File: config.mk
export PLATFORM = sky130hd
export DESIGN_NAME = ex_mem_stage
export DESIGN_NICKNAME = d
export VERILOG_FILES = /design/src/rtl/lc3b_types.sv /design/src/rtl/ex_mem_ctrl.sv /design/src/rtl/ex_mem_stage.sv
export SDC_FILE = /design/constraint.sdc
export NUM_CORES = 1
export LEC_CHECK = 0
export ABC_AREA = 1
export ABC_CLOCK_PERIOD_IN_PS = 3000
export BUFFER_PORTS_ARGS = -buffer_cell sky130_fd_sc_hd__buf_2
export CAP_MARGIN = 0
export CELL_PAD_IN_SITES_DETAIL_PLACEMENT = 0
export CELL_PAD_IN_SITES_GLOBAL_PLACEMENT = 2
export CORE_UTILIZATION = 27
export DETAILED_ROUTE_END_ITERATION = 7
export GPL_ROUTABILITY_DRIVEN = 1
export PLACE_DENSITY_LB_ADDON = 0.12
export SYNTH_ARGS = -nofsm -noshare
export SYNTH_HDL_FRONTEND = slang
export SYNTH_HIERARCHICAL = 1
export SYNTH_SLANG_ARGS = --single-unit
File: constraint.sdc
create_clock -name clk -period 3 [get_ports clk]
set_clock_uncertainty 0.2 [all_clocks]
set_input_delay 0.45 -clock clk [delete_from_list [all_inputs] [get_ports clk]]
set_output_delay 0.45 -clock clk [all_outputs]
set_load 0.01 [all_outputs]
File: src/rtl/lc3b_types.sv
// Shared LC-3b pipeline types: data word, register index and the
// EX/MEM memory-access FSM state encoding.
package lc3b_types;

  typedef logic [15:0] lc3b_word;
  typedef logic [2:0]  lc3b_reg;

  typedef enum logic [1:0] {
    ST_IDLE   = 2'd0,
    ST_ACCESS = 2'd1,
    ST_DONE   = 2'd2
  } mem_state_e;

  // A simultaneous read and write request is served as a read, so either
  // flag alone is enough to make the instruction a memory operation.
  function automatic logic is_memop(input logic rd, input logic wr);
    return rd | wr;
  endfunction

endpackage

File: src/rtl/ex_mem_ctrl.sv
// EX/MEM memory-access controller. Tracks whether the stage is idle,
// waiting on the memory bus, or has just completed an access.
// mem_stall is a pure decode of the registered state; mem_resp only
// influences the next state, never the stall output directly.
module ex_mem_ctrl
  import lc3b_types::*;
(
  input  logic       clk,
  input  logic       reset_n,
  input  logic       capture_memop,
  input  logic       mem_resp,
  output mem_state_e state,
  output logic       mem_stall
);

  mem_state_e state_r;
  mem_state_e next_s;

  // Next-state selection: captures only happen outside ACCESS.
  always_comb begin
    next_s = state_r;
    case (state_r)
      ST_IDLE: begin
        if (capture_memop) next_s = ST_ACCESS;
        else               next_s = ST_IDLE;
      end
      ST_ACCESS: begin
        if (mem_resp) next_s = ST_DONE;
        else          next_s = ST_ACCESS;
      end
      ST_DONE: begin
        if (capture_memop) next_s = ST_ACCESS;
        else               next_s = ST_IDLE;
      end
      default: next_s = ST_IDLE;
    endcase
  end

  // State register, cleared asynchronously so the bus drops at once.
  always_ff @(posedge clk or negedge reset_n) begin
    if (!reset_n) state_r <= ST_IDLE;
    else          state_r <= next_s;
  end

  assign state     = state_r;
  assign mem_stall = (state_r == ST_ACCESS);

endmodule

File: src/rtl/ex_mem_stage.sv
// EX/MEM pipeline register with an attached memory-access controller.
// Optional build macro EX_MEM_STALL_CNT_EN adds a saturating 32-bit
// stall_count output counting cycles spent stalled on memory.
module ex_mem_stage
  import lc3b_types::*;
(
  input  logic        clk,
  input  logic        reset_n,
  input  logic        ex_valid,
  input  lc3b_word    ex_alu_out,
  input  lc3b_word    ex_store_data,
  input  lc3b_reg     ex_dr,
  input  logic        ex_load_regfile,
  input  logic        ex_mem_read,
  input  logic        ex_mem_write,
  input  logic [1:0]  ex_byte_en,
  input  logic        flush,
  input  logic        mem_resp,
  input  lc3b_word    mem_rdata,
  output logic        ex_mem_valid,
  output lc3b_reg     ex_mem_dr_out,
  output logic        ex_mem_load_regfile,
  output lc3b_word    ex_mem_result,
  output lc3b_word    mem_address,
  output lc3b_word    mem_wdata,
  output logic        mem_read,
  output logic        mem_write,
  output logic [1:0]  mem_byte_enable,
`ifdef EX_MEM_STALL_CNT_EN
  output logic [31:0] stall_count,
`endif
  output logic        mem_stall
);

  mem_state_e state_s;
  logic       stall_s;
  logic       capture_s;
  logic       capture_memop_s;
  logic       in_access_s;

  logic       valid_r;
  logic       ld_r;
  logic       rd_r;
  logic       wr_r;
  logic       squashed_r;
  lc3b_reg    dr_r;
  lc3b_word   alu_r;
  lc3b_word   store_r;
  lc3b_word   result_r;
  logic [1:0] be_r;

  assign capture_s       = ~stall_s;
  assign capture_memop_s = capture_s & ~flush & ex_valid &
                           is_memop(ex_mem_read, ex_mem_write);
  assign in_access_s     = (state_s == ST_ACCESS);

  ex_mem_ctrl u_ctrl (
    .clk           (clk),
    .reset_n       (reset_n),
    .capture_memop (capture_memop_s),
    .mem_resp      (mem_resp),
    .state         (state_s),
    .mem_stall     (stall_s)
  );

  // Pipeline register: capture when not stalled (flush loads a bubble),
  // otherwise hold, latching read data and any flush seen mid-access.
  always_ff @(posedge clk or negedge reset_n) begin
    if (!reset_n) begin
      valid_r    <= 1'b0;
      ld_r       <= 1'b0;
      rd_r       <= 1'b0;
      wr_r       <= 1'b0;
      squashed_r <= 1'b0;
      dr_r       <= 3'd0;
      alu_r      <= 16'h0000;
      store_r    <= 16'h0000;
      result_r   <= 16'h0000;
      be_r       <= 2'b00;
    end else if (capture_s) begin
      valid_r    <= ex_valid & ~flush;
      ld_r       <= ex_load_regfile & ~flush;
      rd_r       <= ex_mem_read & ~flush;
      wr_r       <= ex_mem_write & ~ex_mem_read & ~flush;
      squashed_r <= 1'b0;
      dr_r       <= ex_dr;
      alu_r      <= ex_alu_out;
      store_r    <= ex_store_data;
      result_r   <= ex_alu_out;
      be_r       <= ex_byte_en;
    end else begin
      if (flush) squashed_r <= 1'b1;
      if (mem_resp && rd_r) result_r <= mem_rdata;
    end
  end

`ifdef EX_MEM_STALL_CNT_EN
  logic [31:0] stall_count_r;

  // Saturating count of clock edges spent stalled on memory.
  always_ff @(posedge clk or negedge reset_n) begin
    if (!reset_n)                                  stall_count_r <= 32'd0;
    else if (stall_s && stall_count_r != 32'hFFFF_FFFF) stall_count_r <= stall_count_r + 32'd1;
    else                                           stall_count_r <= stall_count_r;
  end

  assign stall_count = stall_count_r;
`endif

  assign ex_mem_valid        = valid_r;
  assign ex_mem_dr_out       = dr_r;
  assign ex_mem_load_regfile = valid_r & ld_r & ~squashed_r;
  assign ex_mem_result       = result_r;
  assign mem_read            = in_access_s & rd_r;
  assign mem_write           = in_access_s & wr_r;
  assign mem_address         = in_access_s ? alu_r   : 16'h0000;
  assign mem_wdata           = in_access_s ? store_r : 16'h0000;
  assign mem_byte_enable     = in_access_s ? be_r    : 2'b00;
  assign mem_stall           = stall_s;

endmodule

### Yosys cells after proc, flatten, opt, wreduce, memory -nomap -nowiden

Cells that the tools add are included.

| storage, ports and cells | value |
|---|---|
| register bits after elaboration | 60 |
| input bits | 61 |
| output and inout bits | 58 |
| logic and storage cells | 45 |

| operators by class | value |
|---|---|
| eq/ne operators | 4 |
| muxes and demuxes | 10 |
| bitwise logic cells | 17 |
| reduce and logical (&&, ||, !) cells | 3 |

Operators with widths:

| kind | count |
|---|---|
| $mux 16 | 4 |
| $and 1x1->1 | 12 |
| $mux 2 | 2 |
| $not 1->1 | 4 |
| $pmux 2 s2 | 1 |
| $mux 1 | 3 |
| $eq 2x1->1 const B | 1 |
| $eq 2x2->1 const B | 1 |
| $logic_not 2->1 | 1 |
| $ne 2x1->1 const B | 1 |
| $ne 2x2->1 const B | 1 |
| $reduce_or 2->1 | 1 |
| $logic_and 1x1->1 | 1 |
| $or 1x1->1 | 1 |

### Longest topological paths before layout

Gate-level depths: netlist of the first run.

| depth | value |
|---|---|
| depth in word-level cells | 7 |
| gate-level depth with buffers | 10 |
| mapped depth without buffers | 8 |

### Modules after synthesis

Netlist of the first run, hierarchy kept.

By module, submodules not included:

| module | times used | cells an instance | area an instance (sq um) |
|---|---|---|---|
| ex_mem_stage | 1 | 326 | 2,581.2 |
| ex_mem_ctrl | 1 | 11 | 87.6 |

### Least setup slack after synthesis of the first run

OpenSTA, ideal clock, no wires.

| timing path | value |
|---|---|
| kind | register -> output |
| from | register u_ctrl.state_r[1] (netlist: u_ctrl/state[1]) |
| to | output port mem_address[10] |
| arrival time | 888 ps |
| path slack | 1,462 ps |
| stages on the path, launching flop included | 5 |
| path buffers | 1 |
| cell sequence | dfrtp_1 > inv_1 > nand2_1 > buf_2 > nor2_1 |

| on the way | value |
|---|---|
| cells in the longest elaborated chain, start to end | 2 |

RTL lines:

| what | RTL line | source |
|---|---|---|
| start: declaration | ex_mem_ctrl.sv:16 | `mem_state_e state_r;` |
| start signal: assignment | ex_mem_ctrl.sv:42 | `else state_r <= next_s;` |
| $eq 2x1->1 | ex_mem_stage.sv:55 | `assign in_access_s = (state_s == ST_ACCESS);` |
| $mux 16 | ex_mem_stage.sv:116 | `assign mem_address = in_access_s ? alu_r : 16'h0000;` |
| end: declaration | ex_mem_stage.sv:24 | `output lc3b_word mem_address,` |

No other way between the ends.

### Worst setup path after layout of the first run

| timing path | value |
|---|---|
| from | register u_ctrl.state_r[0] (netlist: u_ctrl/state[0]) |
| to | output port mem_address[15] |

The elaborated chain is that of the path after synthesis.

==> reports/results.tsv, run 1 <==
stage	metric	value	unit
run_status	status	finished, final reports clean	
cells_and_area	Area Growth Syn to Fin	33.1	%
synth	adder-cell share of the synthesized area	0	
cells_and_area	Layout fillers	1052	
grt	total gr overflow	0	
routing	DRT Pass-1 Iters	4	
worst_setup_path	cells along the critical path	nand2_1, buf_4, nor2_1, buf_2	
routing	vias post-DR	2429	
worst_setup_path	CP required	2.35	ns
sta	fmax	405	MHz
synth	flops & latches, synth	60	
sta	Final Cycle Share	0.824	
cts	clk buf depth	2	
routing	DRT Wirelength	7380	µm
synth	simple-gate share of the synthesized area	0.263	
cells_and_area	# diodes	0	
sta	Pins Over Slew Limit	0	
synth	cells after synthesis	337	
sta	Rel. slew slack	0.567	
routing	DRC viols	0	
synth	largest family of logic cells by synthesized area	simple AND/OR/NAND/NOR gates	
cts	clock-pin slew on the worst setup and hold paths	0.06	ns
synth	Post-Syn Area	2670	µm²
worst_setup_path	Max stage delay on crit path	0.47	ns
grt	initial antenna violation count	0	
synth	Avg Synthesized Cell Area	7.92	µm²
worst_setup_path	Crit Path Category	flip-flop to primary output	
routing	Avg Vias per Cell	4.12	
cts	Root Driver	clkbuf_8	
worst_setup_path	FF-to-FF setup slack	0.91	ns
worst_hold_path	Hold Crit Depth	3	
cells_and_area	most common cell after layout, fill and taps aside	buf_2	
sta	Period minus WS final	2.47	ns
sta	Worst Tran Pin Value	0.647	ns
placement	Placer Congestion	0.736	
grt	vias in the first global route	2294	
synth	sequential element share of the synthesized area	0.563	
worst_setup_path	Setup crit end kind	primary output	
cts	H-tree Lvls	3	
worst_setup_path	CP delay by family, top	simple AND/OR/NAND/NOR gates	
flow_run	Max Cap Viol	0	
pwr	VDD IR max	0.269	mV
pwr	Static Leak	2.09	nW
cells_and_area	highest-count cells in the layout ignoring fill and taps	118 x buf_2, 117 x nand2_1, 60 x dfrtp_1, 43 x inv_1, 41 x nor2_1	
pwr	Cell Pwr Density	629	nW/µm²
worst_hold_path	worst hold start	ex_dr[2]	
routing	Antenna Nets Post-Route	0	
cts	CTS tree	yes	
sta	setup TNS	0	ns
routing	1st-iter DRT viols	52	
worst_setup_path	CP max FO	22	
cts	Post-CTS Hold Fix Bufs	1	
synth	Ys Warns	6	
die	num rows	35	
worst_setup_path	data arrival time at the worst-slack endpoint	1.82	ns
worst_setup_path	r2r startpoint	u_ctrl/state[1]$_DFF_PN0_	
grt	first-pass GRT wire length	11500	µm
grt	largest net degree at the start of global routing	40	
cts	clk sinks	60	
grt	Tot GR Track Use	0.148	
worst_setup_path	Worst Path Buf+Inv	2	
cts	cts bufs inserted	9	
die	Core Footprint	9420	µm²
placement	I/O Buffers	118	
die	Initial Util	0.283	
worst_hold_path	Worst Hold Path EP	ex_mem_dr_out[2]$_DFFE_PN0N_	
worst_setup_path	R2R cell count	7	
cts	post-cts sizing count	0	
sta	final hold vios	0	
cells_and_area	fin nets	516	
sta	RSZ-0062 raised after global routing	false	
synth	library cells used by synthesis	16	
sta	final setup fails	0	
die	die area	10300	µm²
pwr	total power	2.23	mW
placement	HPWL after DPL	5030	µm
die	Die Y	101	µm
worst_setup_path	crit path launch type	flip-flop	
routing	detailed-route wire length per cell	12.5	µm
die	Ports	119	
cts	post-CTS setup buffers	0	
cells_and_area	share of layout cells above drive strength 1	0.304	
cts	clk_lat worst skew	0.32	ns
worst_setup_path	CP max-delay cell	nand2_1	
synth	post-synth net total	398	
synth	mux cell area share after synthesis	0	
die	Die Width	101	µm
worst_setup_path	RR Endpoint	ex_mem_result[3]$_DFFE_PN0P_	
synth	XOR/XNOR Fraction of Synth Area	0	
synth	complex-gate fraction of the synthesized area	0.0694	
worst_hold_path	worst min path class	primary input to flip-flop	
-- routing by layer --
| layer | global-route usage | routed length (µm) | vias to the layer above |
|---|---|---|---|
| li1 | - | - | 1249 |
| met1 | 0.198 | 3550 | 1099 |
| met2 | 0.229 | 3310 | 79 |
| met3 | 0.0352 | 474 | 2 |
| met4 | 0.0669 | 46 | 0 |
| met5 | 0 | 0 | - |
-- cells by family (layout without fill, tap and decap cells) --
kind of cell / Yosys count / after routing
buffers and inverters: 61 / 184
DFF: 60 / 60
and+or+nand+nor: 179 / 179
AOI/OAI and AO/OA: 37 / 37
-- per-stage QoR --
| step | hold WS [ns] | setup slack, ns | instances | instance area [µm²] | util |
|---|---|---|---|---|---|
| 2_1_floorplan | -0.0456 | 1.46 | 337 | 2670 | - |
| 4_1_cts | 0.103 | 0.450 | 589 | 3550 | 0.377 |
| 6_report | 0.131 | 0.529 | 589 | 3550 | 0.377 |
| 3_3_place_gp | 0.259 | 0.840 | 572 | 3360 | 0.357 |
| 5_1_grt | 0.127 | 0.348 | 589 | 3550 | 0.377 |
| 3_5_place_dp | 0.266 | 0.819 | 572 | 3360 | 0.357 |
-- final cells by class --
cell class,count,area (µm²),share of cell area
clock inverter,5,52.6,0.0148
clock buffer,11,131,0.0370
timing repair buffer,124,651,0.183
inverter,44,165,0.0465
sequential,60,1500,0.423
tap,129,161,0.0455
multi-input combinational,216,888,0.250
-- worst register-to-register path, stage by stage (launching register included) --
cell	delay, ns
dfrtp_1	0.38
inv_1	0.07
nand2_1	0.07
inv_1	0.09
buf_4	0.37
nand2_1	0.54
nand2_1	0.20
nand2_1	0.07
-- worst max path at each step --
stage	startpoint	cells past startpoint	slack [ns]	endpoint
final	u_ctrl/state[0]$_DFF_PN0_	4	0.53	mem_address[15]
after global routing	u_ctrl/state[0]$_DFF_PN0_	4	0.35	mem_address[15]
after CTS	u_ctrl/state[0]$_DFF_PN0_	4	0.45	mem_address[15]
after detailed placement	u_ctrl/state[0]$_DFF_PN0_	4	0.82	mem_address[15]
after global placement	u_ctrl/state[0]$_DFF_PN0_	4	0.84	mem_address[15]
after floorplan	u_ctrl/state[1]$_DFF_PN0_	4	1.46	mem_address[10]
-- sequential cells by signal, summed over array words and instances (netlist names), 2 cells and up --
signal         flops
alu_r             16
ex_mem_dr_out      3
u_ctrl/state       2
ex_mem_result     16
be_r               2
store_r           16
-- cell usage after synthesis (all sizes together) --
master / instances / area (µm²)
dfrtp: 60 / 1500
clkbuf: 3 / 11.3
inv: 44 / 165
nor3: 1 / 5.00
nand2: 118 / 445
o21ai: 37 / 185
nand3b: 1 / 7.51
nand3: 17 / 85.1
buf: 14 / 103
nor2: 42 / 160
-- report_power, final --
group	internal, mW	total [mW]	switching [mW]
logic	0.191	0.535	0.345
clock network	0.380	0.699	0.319
registers	0.943	0.998	0.0549
No activity file was read; power rests on OpenSTA's default activity.
==> run 2, diff against run 1 <==
- ABC_AREA: 1 -> 0
- ABC_CLOCK_PERIOD_IN_PS: 3000 -> 2070
- CORE_UTILIZATION: 27 -> 26
- clock period: 3 -> 2.07 ns (I/O delays scaled with it)
==> reports/results.tsv, run 2 <==
stage	metric	value	unit
flow_run	Max Cap Viol	0	
pwr	Cell Pwr Density	813	nW/µm²
synth	synth top area cells	dfrtp_1 53%, mux2_2 15%, and2_1 8.2%	
placement	HPWL after DPL	4540	µm
sta	fmax	518	MHz
die	Ports	119	
worst_setup_path	FF-to-FF setup slack	0.42	ns
sta	Rel. slew slack	0.759	
routing	vias post-DR	2205	
routing	Antenna Nets Post-Route	0	
routing	DRT Wirelength	6960	µm
die	Die Width	106	µm
cells_and_area	area of the multi-input gates	1170	µm²
sta	Final Cycle Share	0.933	
sta	RSZ-0062 raised after global routing	false	
synth	cells after synthesis	234	
worst_setup_path	CP delay by family, top	flip-flops	
grt	initial antenna violation count	0	
cts	clk sinks	60	
die	die area	11300	µm²
synth	Synth top area share	0.530	
worst_setup_path	Worst Path Buf+Inv	2	
sta	setup TNS	0	ns
synth	Most used DFF post-synth	dfrtp_1	
cts	Root Driver	clkbuf_8	
cts	clk buf depth	2	
cts	clock-pin slew on the worst setup and hold paths	0.08	ns
synth	FFs w/ async S/R, synth	1.00	
pwr	VDD IR max	0.310	mV
synth	flops & latches, synth	60	
sta	Pins Over Slew Limit	0	
die	Initial Util	0.271	
worst_setup_path	CP required	1.56	ns
die	Core Footprint	10500	µm²
worst_setup_path	crit path launch type	flip-flop	
cells_and_area	fin util	0.379	
cts	cts bufs inserted	9	
worst_setup_path	CP max FO	27	
placement	I/O Buffers	118	
synth	Post-Syn Area	2840	µm²
run_status	status	finished, final reports clean	
worst_setup_path	data arrival time at the worst-slack endpoint	1.42	ns
worst_setup_path	Max stage delay on crit path	0.45	ns
grt	first-pass GRT wire length	11200	µm
synth	Post-synth EDFFs	0	
routing	DRT Pass-1 Iters	4	
placement	Placer Congestion	0.654	
cells_and_area	most common cell after layout, fill and taps aside	buf_2	
grt	Tot GR Track Use	0.128	
cells_and_area	share of layout cells above drive strength 1	0.520	
cells_and_area	highest-count cells in the layout ignoring fill and taps	118 x buf_2, 60 x dfrtp_1, 38 x mux2_2, 37 x and2_1, 24 x dlygate4sd3_1	
grt	total gr overflow	0	
routing	1st-iter DRT viols	68	
grt	largest net degree at the start of global routing	61	
worst_setup_path	cells along the critical path	nor2b_4, buf_6, and2_1, buf_2	
cts	clk_lat worst skew	0.33	ns
sta	final hold vios	0	
synth	post-synth net total	295	
routing	detailed-route wire length per cell	13.5	µm
worst_setup_path	Setup crit end kind	primary output	
synth	sequential element share of the synthesized area	0.530	
synth	Avg Synthesized Cell Area	12.1	µm²
sta	Worst Tran Pin Value	0.361	ns
synth	Post-synth top cells	60 x dfrtp_1, 38 x mux2_2, 37 x and2_1	
worst_hold_path	worst min path class	primary input to flip-flop	
cts	CTS tree	yes	
routing	Avg Vias per Cell	4.26	
synth	Ys Warns	6	
synth	library cells used by synthesis	22	
synth	most frequent cell after synthesis	dfrtp_1	
worst_setup_path	Crit Path Category	flip-flop to primary output	
cells_and_area	Layout fillers	1089	
cells_and_area	# diodes	0	
die	Die Y	106	µm
grt	vias in the first global route	2240	
cells_and_area	Area Growth Syn to Fin	39.8	%
synth	area leader, netlist	dfrtp_1	
sta	final setup fails	0	
die	num rows	37	
cts	H-tree Lvls	3	
sta	Period minus WS final	1.93	ns
worst_setup_path	CP max-delay cell	dfrtp_1	
pwr	Static Leak	1.92	nW
cells_and_area	fin nets	438	
cells_and_area	Reg area	1500	µm²
cts	post-CTS setup buffers	0	
routing	DRC viols	0	
-- run 2: cell count changes after synthesis, sizes merged, moves of 23 or more --
cell,before,now
o21ai,37,1
and2,0,37
inv,44,1
nand2,118,3
mux2,0,38
nor2,42,19
-- run 2: routing by layer --
layer | vias to the layer above | global-route usage | wire [µm]
li1 | 1090 | - | -
met1 | 1031 | 0.155 | 3180
met5 | - | 0 | 0
met2 | 75 | 0.211 | 3220
met3 | 9 | 0.0417 | 452
met4 | 0 | 0.0499 | 115
-- run 2: final cells by class --
type | instances | share of cell area
flip-flops and latches | 60 | 0.379
multi-input cells | 154 | 0.296
repair buffers | 151 | 0.234
well taps | 136 | 0.0429
clock buffers | 9 | 0.0312
clock inverters | 6 | 0.0167
inverters | 1 | 0.000947
-- run 2: power breakdown --
part           switching (mW)  leakage [nW]  internal, mW
clock network           0.494        0.0873         0.549
registers              0.0705         0.707          1.33
logic                   0.368          1.13         0.417
total                   0.932          1.92          2.29
-- run 2: kinds of logic after synthesis --
group	after synthesis	synth area share
AOI/OAI and AO/OA	38	0.112
and+or+nand+nor	78	0.149
buffers and inverters	20	0.0587
DFF	60	0.530
muxes	38	0.151
-- run 2: through the flow --
step / area, µm² / hold slack [ns] / setup WS, ns / std cells / power (mW)
floorplan: 2840 / -0.185 / 0.443 / 234 / 1.91
global placement: 3530 / 0.159 / 0.429 / 478 / 2.18
detailed placement: 3530 / 0.152 / 0.423 / 478 / 2.18
CTS: 3950 / 0.0000454 / 0.0522 / 516 / 3.29
global route: 3970 / 0.00373 / 0.0381 / 517 / 3.43
finish: 3970 / 0.0191 / 0.139 / 517 / 3.22
-- run 2: worst paths after layout --
| path | from | endpoint | cells past startpoint |
|---|---|---|---|
| worst max-delay path | u_ctrl/state[1]$_DFF_PN0_ | mem_address[13] | 4 |
| worst min-delay path | ex_alu_out[12] | alu_r[12]$_DFFE_PN0N_ | 2 |
| worst max register to register | u_ctrl/state[1]$_DFF_PN0_ | alu_r[4]$_DFFE_PN0N_ | 3 |
| worst min register to register | squashed_r$_DFFE_PN0P_ | squashed_r$_DFFE_PN0P_ | 1 |
| max in group asynchronous | reset_n | alu_r[13]$_DFFE_PN0N_ | 3 |
| min in group asynchronous | reset_n | ex_mem_result[7]$_DFFE_PN0P_ | 3 |
-- run 2: what timing repair did --
item | CTS | global route
hold buffers | 23 | 1
setup endpoints to repair | 0 | 23
hold endpoints to repair | 82 | 1
resized for setup | 0 | 1
